===== src/rtl/imuldiv_muldiv_arbiter_pkg.sv =====
// Shared definitions for the two-port mul/div arbiter: FSM states and the
// mul/div request function codes.
package imuldiv_muldiv_arbiter_pkg;

  typedef enum logic {
    IMULDIV_ARB_STATE_IDLE = 1'b0,
    IMULDIV_ARB_STATE_WAIT = 1'b1
  } arb_state_e;

  localparam logic [2:0] IMULDIV_MULDIVREQ_MSG_FUNC_MUL  = 3'd0;
  localparam logic [2:0] IMULDIV_MULDIVREQ_MSG_FUNC_DIV  = 3'd1;
  localparam logic [2:0] IMULDIV_MULDIVREQ_MSG_FUNC_DIVU = 3'd2;
  localparam logic [2:0] IMULDIV_MULDIVREQ_MSG_FUNC_REM  = 3'd3;
  localparam logic [2:0] IMULDIV_MULDIVREQ_MSG_FUNC_REMU = 3'd4;

endpackage


===== src/rtl/imuldiv_RoundRobinArb2.sv =====
// Two-input round-robin arbiter; the last-grant pointer lives in the parent.
module imuldiv_RoundRobinArb2 (
  input  logic [1:0] reqs,
  input  logic       last,
  output logic [1:0] grants
);

  always_comb begin
    grants = '0;
    // On a tie the requester that did not win last time goes first.
    if (reqs == 2'b11) grants = last ? 2'b01 : 2'b10;
    else               grants = reqs;
  end

endmodule


===== src/rtl/imuldiv_muldiv_arbiter.sv =====
// Shares one iterative mul/div unit between two requesters, keeping a single
// op in flight and steering its result back to the requester that issued it.
module imuldiv_muldiv_arbiter
  import imuldiv_muldiv_arbiter_pkg::*;
(
  input  logic        clk,
  input  logic        reset,

  input  logic [2:0]  req0_msg_fn,
  input  logic [31:0] req0_msg_a,
  input  logic [31:0] req0_msg_b,
  input  logic        req0_val,
  output logic        req0_rdy,
  output logic [63:0] resp0_msg_result,
  output logic        resp0_val,
  input  logic        resp0_rdy,

  input  logic [2:0]  req1_msg_fn,
  input  logic [31:0] req1_msg_a,
  input  logic [31:0] req1_msg_b,
  input  logic        req1_val,
  output logic        req1_rdy,
  output logic [63:0] resp1_msg_result,
  output logic        resp1_val,
  input  logic        resp1_rdy,

  output logic [2:0]  muldivreq_msg_fn,
  output logic [31:0] muldivreq_msg_a,
  output logic [31:0] muldivreq_msg_b,
  output logic        muldivreq_val,
  input  logic        muldivreq_rdy,
  input  logic [63:0] muldivresp_msg_result,
  input  logic        muldivresp_val,
  output logic        muldivresp_rdy
);

  arb_state_e state, state_next;
  logic       owner;
  logic       last;
  logic [1:0] grants;
  logic       grant_idx;
  logic       issue;

  imuldiv_RoundRobinArb2 rr_arb (
    .reqs   ({req1_val, req0_val}),
    .last   (last),
    .grants (grants)
  );

  always_ff @(posedge clk) begin
    if (reset) begin
      state <= IMULDIV_ARB_STATE_IDLE;
      owner <= 1'b0;
      last  <= 1'b1;
    end else begin
      state <= state_next;
      if (issue) begin
        owner <= grant_idx;
        last  <= grant_idx;
      end
    end
  end

  always_comb begin
    state_next       = state;
    issue            = 1'b0;
    grant_idx        = grants[1];
    req0_rdy         = 1'b0;
    req1_rdy         = 1'b0;
    resp0_val        = 1'b0;
    resp1_val        = 1'b0;
    muldivreq_val    = 1'b0;
    muldivresp_rdy   = 1'b0;
    muldivreq_msg_fn = grant_idx ? req1_msg_fn : req0_msg_fn;
    muldivreq_msg_a  = grant_idx ? req1_msg_a  : req0_msg_a;
    muldivreq_msg_b  = grant_idx ? req1_msg_b  : req0_msg_b;
    resp0_msg_result = muldivresp_msg_result;
    resp1_msg_result = muldivresp_msg_result;

    case (state)
      IMULDIV_ARB_STATE_IDLE: begin
        muldivreq_val = |grants;
        req0_rdy      = grants[0] && muldivreq_rdy;
        req1_rdy      = grants[1] && muldivreq_rdy;
        issue         = muldivreq_val && muldivreq_rdy;
        if (issue) state_next = IMULDIV_ARB_STATE_WAIT;
      end
      IMULDIV_ARB_STATE_WAIT: begin
        resp0_val      = muldivresp_val && !owner;
        resp1_val      = muldivresp_val &&  owner;
        muldivresp_rdy = owner ? resp1_rdy : resp0_rdy;
        if (muldivresp_val && muldivresp_rdy) state_next = IMULDIV_ARB_STATE_IDLE;
      end
      default: state_next = IMULDIV_ARB_STATE_IDLE;
    endcase
  end

endmodule


===== config.mk =====
export PLATFORM = sky130hd
export DESIGN_NAME = imuldiv_muldiv_arbiter
export DESIGN_NICKNAME = d
export VERILOG_FILES = /design/src/rtl/imuldiv_muldiv_arbiter_pkg.sv /design/src/rtl/imuldiv_RoundRobinArb2.sv /design/src/rtl/imuldiv_muldiv_arbiter.sv
export SDC_FILE = /design/constraint.sdc
export NUM_CORES = 1
export LEC_CHECK = 0
export CAP_MARGIN = 20
export CORE_AREA = 2 2 159 161
export CTS_CLUSTER_SIZE = 30
export DETAILED_ROUTE_END_ITERATION = 10
export DIE_AREA = 0 0 161 163
export GPL_TIMING_DRIVEN = 0
export SLEW_MARGIN = 25
export SYNTH_ARGS = -nofsm -noshare
export SYNTH_HDL_FRONTEND = slang
export SYNTH_SLANG_ARGS = --single-unit

===== constraint.sdc =====
create_clock -name clk -period 4.2 [get_ports clk]
set_input_delay 0.84 -clock clk [delete_from_list [all_inputs] [get_ports clk]]
set_output_delay 0.84 -clock clk [all_outputs]
set_load 0.05 [all_outputs]

==> impl_results.md, run 1 <==
- Post-Layout Cell Count: 904
- Tcrit/Tclk final: between 90 and 100%
- Clock Skews: 0.0006653 ns
- Die area: 26,240 um2
- Power Density: slightly above 200 nW/um2
- Clk root buf: clkbuf_16
- Crit start category: input pin
- First-pass DRT Iterations: 4
- Unique masters post-synth: 17
- Fmax: around 250 MHz
- CP Max Fanout: 10
- Post-synth EDFFs: 0
- # placed instances: between 800 and 900
- CTS tree: built
- CTS Buf Count: 3
- Number of global-route vias before repair: around 2,800
- Synth Net Count: 432
- Core ar.: ~25,000 um2
- Layout net count: 781
- Worst hold path type: reg2reg
- Outcome: finished clean
- Antenna violations before repair: 0
- Iter 0 DRT Violations: 30
- Pin count of the biggest net entering global routing: 11
- Hold Fails Final Rpt: 0
- Ys Warns: 0
- Max VDD drop: between 0.1 and 0.15 mV
- Area leader, netlist: buf_4
- Area growth from synthesis to layout: 200.3%
- Post-Route Utilization: a little under a quarter
- WS Path Type: in2out
- Die height: around 160 um
- Dpl cell area: around 5800 um2
- Ports: between 400 and 500
- First-pass GRT wire length: about 15 mm
- Post-Synthesis Cells: between 200 and 250
- Die Wd: between 150 and 200 um
- Crit-path leading delay family: buffers and inverters
- #FFs+latches synth: 3
- Actual slew at the worst max-slew pin: slightly below 0.7 ns
- Top-count cell post-synth: buf_4
- Crit. End Element: primary output
- Final antenna-violating net count: 0
- GR Util All Layers: approximately 7.5%
- WL/cell: 12.34 um
- Crit path max-delay cell type: clkdlybuf4s50_1
- Cell Area, Synth: about 2000 um2
- Initial core utilization: just under 8%
- CP Data Required Time: around 3.4 ns
- Clock Sinks: 3
- Clock slew at reported path FFs: 0.03 ns
- Unrepaired setup endpoints after global routing: false
- Max_cap viols: 0
- Core Rows: 58
- Total gr overflow: 0
- Routed via count: about 2,700
- Worst rel slew slack: a little over half
- Seq/Total Area, Yosys: between 3 and 4%
- Number of port buffers: approximately 340
- Async SR Flop Fraction: 0%
- DRC Markers: 0
- DP Wirelength: about 10 mm
- Number of buffers and inverters on the critical path: 5
- Crit-path max cell delay: 0.72 ns
- Largest cells by area after synthesis: buf_4 51%, mux2_2 38%, dfxtp_1 3.1%
- Final WL: between 10 and 15 mm
- Worst Path Arrival: between 3 and 4 ns
- Final RePlAce weighted congestion: approximately 0.7
- Number of gates resized after cts: 0
- Final worst path period need: 4.018 ns
- Average vias per placed instance: approximately 3
- Ys flop type: dfxtp_1
- H-tree depth: 1
- Share of cells above drive strength 1: approximately 36%
- Setup violations, final: 0
- Commonest cells post-synth: 133 x buf_4, 67 x mux2_2, 7 x nor2_1, 3 x dfxtp_1
- Syn avg cell area: roughly 8.7 um2
- Final instance area: ~5900 um2
- Crit-path cells: clkdlybuf4s50_1 > a21boi_4 > buf_4 > buf_6 > buf_6 > mux2_2 > clkdlybuf4s50_1
- Worst skew pair latency: 0.23 ns
- Share of the synthesized area in the top cell type: around half
- CTS max path bufs: 2
- Leakage power: roughly 0.0024 uW
- N_diodes: 0
- Slew Limit Fails: 0
cell type report:
cell class | count | area (um2)
flip-flops and latches | 3 | 60.06
well taps | 330 | 412.9
fillers | 2699 | 18780
inverters | 2 | 7.507
clock buffers | 4 | 78.83
multi-input cells | 86 | 873.3
plain buffers | 135 | 1021
repair buffers | 344 | 3438
power breakdown:
group	switching [uW]	internal (uW)	leakage [uW]
logic	573	450	0.00232
clock network	28.5	125	0.0000382
registers	2.36	30.7	0.0000248
cells in the final DEF, fill, tap and decap left out, types with 2 or more instances in the layout:
cell type and n:
clkdlybuf4s50_1 342, buf_4 135, mux2_2 67, nor2_1 7
clkbuf_16 3, dfxtp_1 3, buf_6 2, inv_1 2
and3_1 2
cell families (layout without fill, tap and decap cells):
group	Yosys count	in the layout	share of synthesized area, %
AOI/OAI and AO/OA	7	7	2.998
buffers and inverters	137	485	52.42
muxes	68	68	38.97
and+or+nand+nor	11	11	2.551
DFF	3	3	3.061
per-stage QoR:
stage	hold WS [ns]	worst slack, ns	total power [uW]	TNS [ns]
6_report	0.5868	0.1815	1210	0
4_1_cts	0.5973	0.1549	1222	0
2_1_floorplan	0.5120	1.552	673.2	0
3_5_place_dp	0.5865	-0.04591	1061	-0.2283
5_1_grt	0.6170	0.07455	1254	0
3_3_place_gp	0.5732	-0.05676	1060	-0.4452
worst paths after layout:
check                               from                  end  slack (ns)  depth (start not counted)
worst max-delay path            req1_val  muldivreq_msg_b[24]        0.18                          7
worst min-delay path                last                 last        0.59                          2
worst max register to register      last                owner        2.94                          6
worst min register to register      last                 last        0.59                          2
worst register-to-register path, cell delays in order (launching register included):
cell and delay, ns:
dfxtp_1 0.38, a21boi_4 0.07, buf_4 0.16, buf_6 0.15, buf_6 0.15, a32oi_1 0.19
nor2_1 0.05
metal layers:
metal / up-vias / GRT usage (%) / part of all wire (%)
li1: 1321 / - / -
met1: 1170 / 8.041 / 35
met2: 216 / 14.46 / 53
met3: 11 / 2.394 / 11
met4: 0 / 1.096 / 0.88
met5: - / 0 / 0
registers in the layout (all words and copies together), names as in the netlist:
signal,count
last,1
owner,1
state,1
what timing repair did:
item | in CTS | in global routing
setup endpoints to repair | 15 | 0
hold buffers | 0 | 0
buffers inserted | 2 | 0
endpoints found under the hold margin | 0 | 0
Power figures use the tool's default switching activity.
==> inputs of run 2 (changes only) <==
--- a/config.mk
+++ b/config.mk
@@ -11,6 +11,7 @@
 export DETAILED_ROUTE_END_ITERATION = 10
 export DIE_AREA = 0 0 161 163
 export GPL_TIMING_DRIVEN = 0
+export RECOVER_POWER = 50
 export SLEW_MARGIN = 25
 export SYNTH_ARGS = -nofsm -noshare
 export SYNTH_HDL_FRONTEND = slang
==> impl_results.md, run 2 (same netlist as run 1, synthesis figures left out) <==
- CTS max path bufs: 2
- Number of port buffers: ~340
- H-tree depth: 1
- Worst Path Arrival: between 3 and 4 ns
- Worst R2R End: owner
- Crit. End Element: primary output
- Highest-count cells in the layout ignoring fill and taps: 242 x clkdlybuf4s50_1, 135 x buf_4, 100 x dlygate4sd3_1, 67 x mux2_2, 7 x nor2_1
- Number of global-route vias before repair: roughly 2,800
- Die Wd: around 160 um
- First-pass GRT wire length: 15.35 mm
- Number of gates resized after cts: 0
- Worst skew pair latency: approximately 0.23 ns
- CTS tree: built
- Final worst path period need: 4.037 ns
- Post-Layout Cell Count: 904
- Actual slew at the worst max-slew pin: ~0.7 ns
- Clock Skews: approximately 0.00067 ns
- Pin count of the biggest net entering global routing: 11
- Hold depth: 2
- Worst hold path startpoint: last
- Antenna violations before repair: 0
- Ports: about 410
- Fmax: 247.7 MHz
- Area growth from synthesis to layout: 200.3%
- Outcome: finished clean
- Worst rel slew slack: between 50% and 60%
- Clock Sinks: 3
- DP Wirelength: roughly 10 mm
- CTS Buf Count: 3
- Clock slew at reported path FFs: 0.03 ns
- Final WL: about 11 mm
- Core Rows: slightly below 60
- Tcrit/Tclk final: 96.13%
- Final antenna-violating net count: 0
- Die height: between 150 and 200 um
- R2r setup slk: 2.94 ns
- Slew Limit Fails: 0
- GR Util All Layers: 7.467%
- Max_cap viols: 0
- Initial core utilization: just under 8%
- Final RePlAce weighted congestion: around 0.7
- Share of cells above drive strength 1: 36.24%
- Unrepaired setup endpoints after global routing: false
- First-pass DRT Iterations: 4
- Leakage power: 0.002405 uW
- Crit start category: input pin
- Most common cell after layout, fill and taps aside: clkdlybuf4s50_1
- Final instance area: 5892 um2
- WS Path Type: in2out
- Fill cells: roughly 2,700
- N_diodes: 0
- Top Registers: last: 1 flops, owner: 1 flops, state: 1 flops
- R2R depth: 6
- # placed instances: about 900
- Core ar.: 24,670 um2
- Dpl cell area: between 5000 and 6000 um2
- Setup violations, final: 0
- Max VDD drop: about 0.15 mV
- Hold Fails Final Rpt: 0
- Power Density: 201.8 nW/um2
- Average vias per placed instance: 3.009
- CP Max Fanout: 10
- WL/cell: between 10 and 15 um
- Total gr overflow: 0
- Worst hold path type: reg2reg
- DRC Markers: 0
- Layout net count: just under 800
- Total Neg Setup Slack: 0 ns
- Die area: 26,240 um2
- CP Data Required Time: 3.36 ns
- Clk root buf: clkbuf_16
- Iter 0 DRT Violations: 27
- R2r startpoint: last
- Routed via count: 2,720
- Hold Path End: last
run 2: cell count changes in the layout (fill, tap and decap cells not counted):
cell | previous run | this run
dlygate4sd3_1 | 0 | 100
clkdlybuf4s50_1 | 342 | 242
run 2: cell type report:
class | count | area, um2 | area share (%)
Sequential cell | 3 | 60.06 | 1.019
Inverter | 2 | 7.507 | 0.1274
Timing Repair Buffer | 344 | 3438 | 58.36
Clock buffer | 4 | 78.83 | 1.338
Buffer | 135 | 1021 | 17.33
Multi-Input combinational cell | 86 | 873.3 | 14.82
Tap cell | 330 | 412.9 | 7.008
run 2: where the power goes:
| group | total, uW | switching, uW | internal (uW) |
|---|---|---|---|
| Combinational | 1000 | 571 | 431 |
| Clock | 154 | 28.5 | 125 |
| Sequential | 33.1 | 2.36 | 30.7 |
| Total | 1190 | 601 | 588 |
run 2: worst max path at each step:
stage,from,to,depth (start not counted)
after detailed placement,req1_val,muldivreq_msg_b[24],6
after global routing,req0_val,muldivreq_msg_b[24],7
after global placement,req1_val,muldivreq_msg_b[24],6
after CTS,req1_val,muldivreq_msg_b[24],7
final,req0_val,muldivreq_msg_b[24],7
after floorplan,req1_val,req1_rdy,4
run 2: critical path, cell delays in order:
cell and delay, ns:
dlygate4sd3_1 0.62, a21boi_4 0.18, buf_4 0.16, buf_6 0.16
buf_6 0.17, mux2_2 0.35, clkdlybuf4s50_1 0.72
run 2: what timing repair did:
item / CTS / global route
hold buffers: 0 / 0
endpoints found under the setup margin: 15 / 0
setup buffers: 2 / 0
run 2: through the flow:
stage / worst slack (ns) / hold slack, ns / power, uW / util [%]
after detailed placement: -0.04591 / 0.5865 / 1061 / 23.50
after CTS: 0.1549 / 0.5973 / 1222 / 23.88
after global routing: 0.06484 / 0.6170 / 1233 / 23.88
after global placement: -0.05676 / 0.5732 / 1060 / 23.50
after floorplan: 1.552 / 0.5120 / 673.2 / -
final: 0.1626 / 0.5868 / 1189 / 23.88
run 2: metal layers:
layer	GRT usage [%]	routed length, um	vias up
li1	-	-	1321
met1	8.041	3914	1172
met2	14.46	5872	216
met3	2.394	1246	11
met4	1.096	98	0
met5	0	0	-
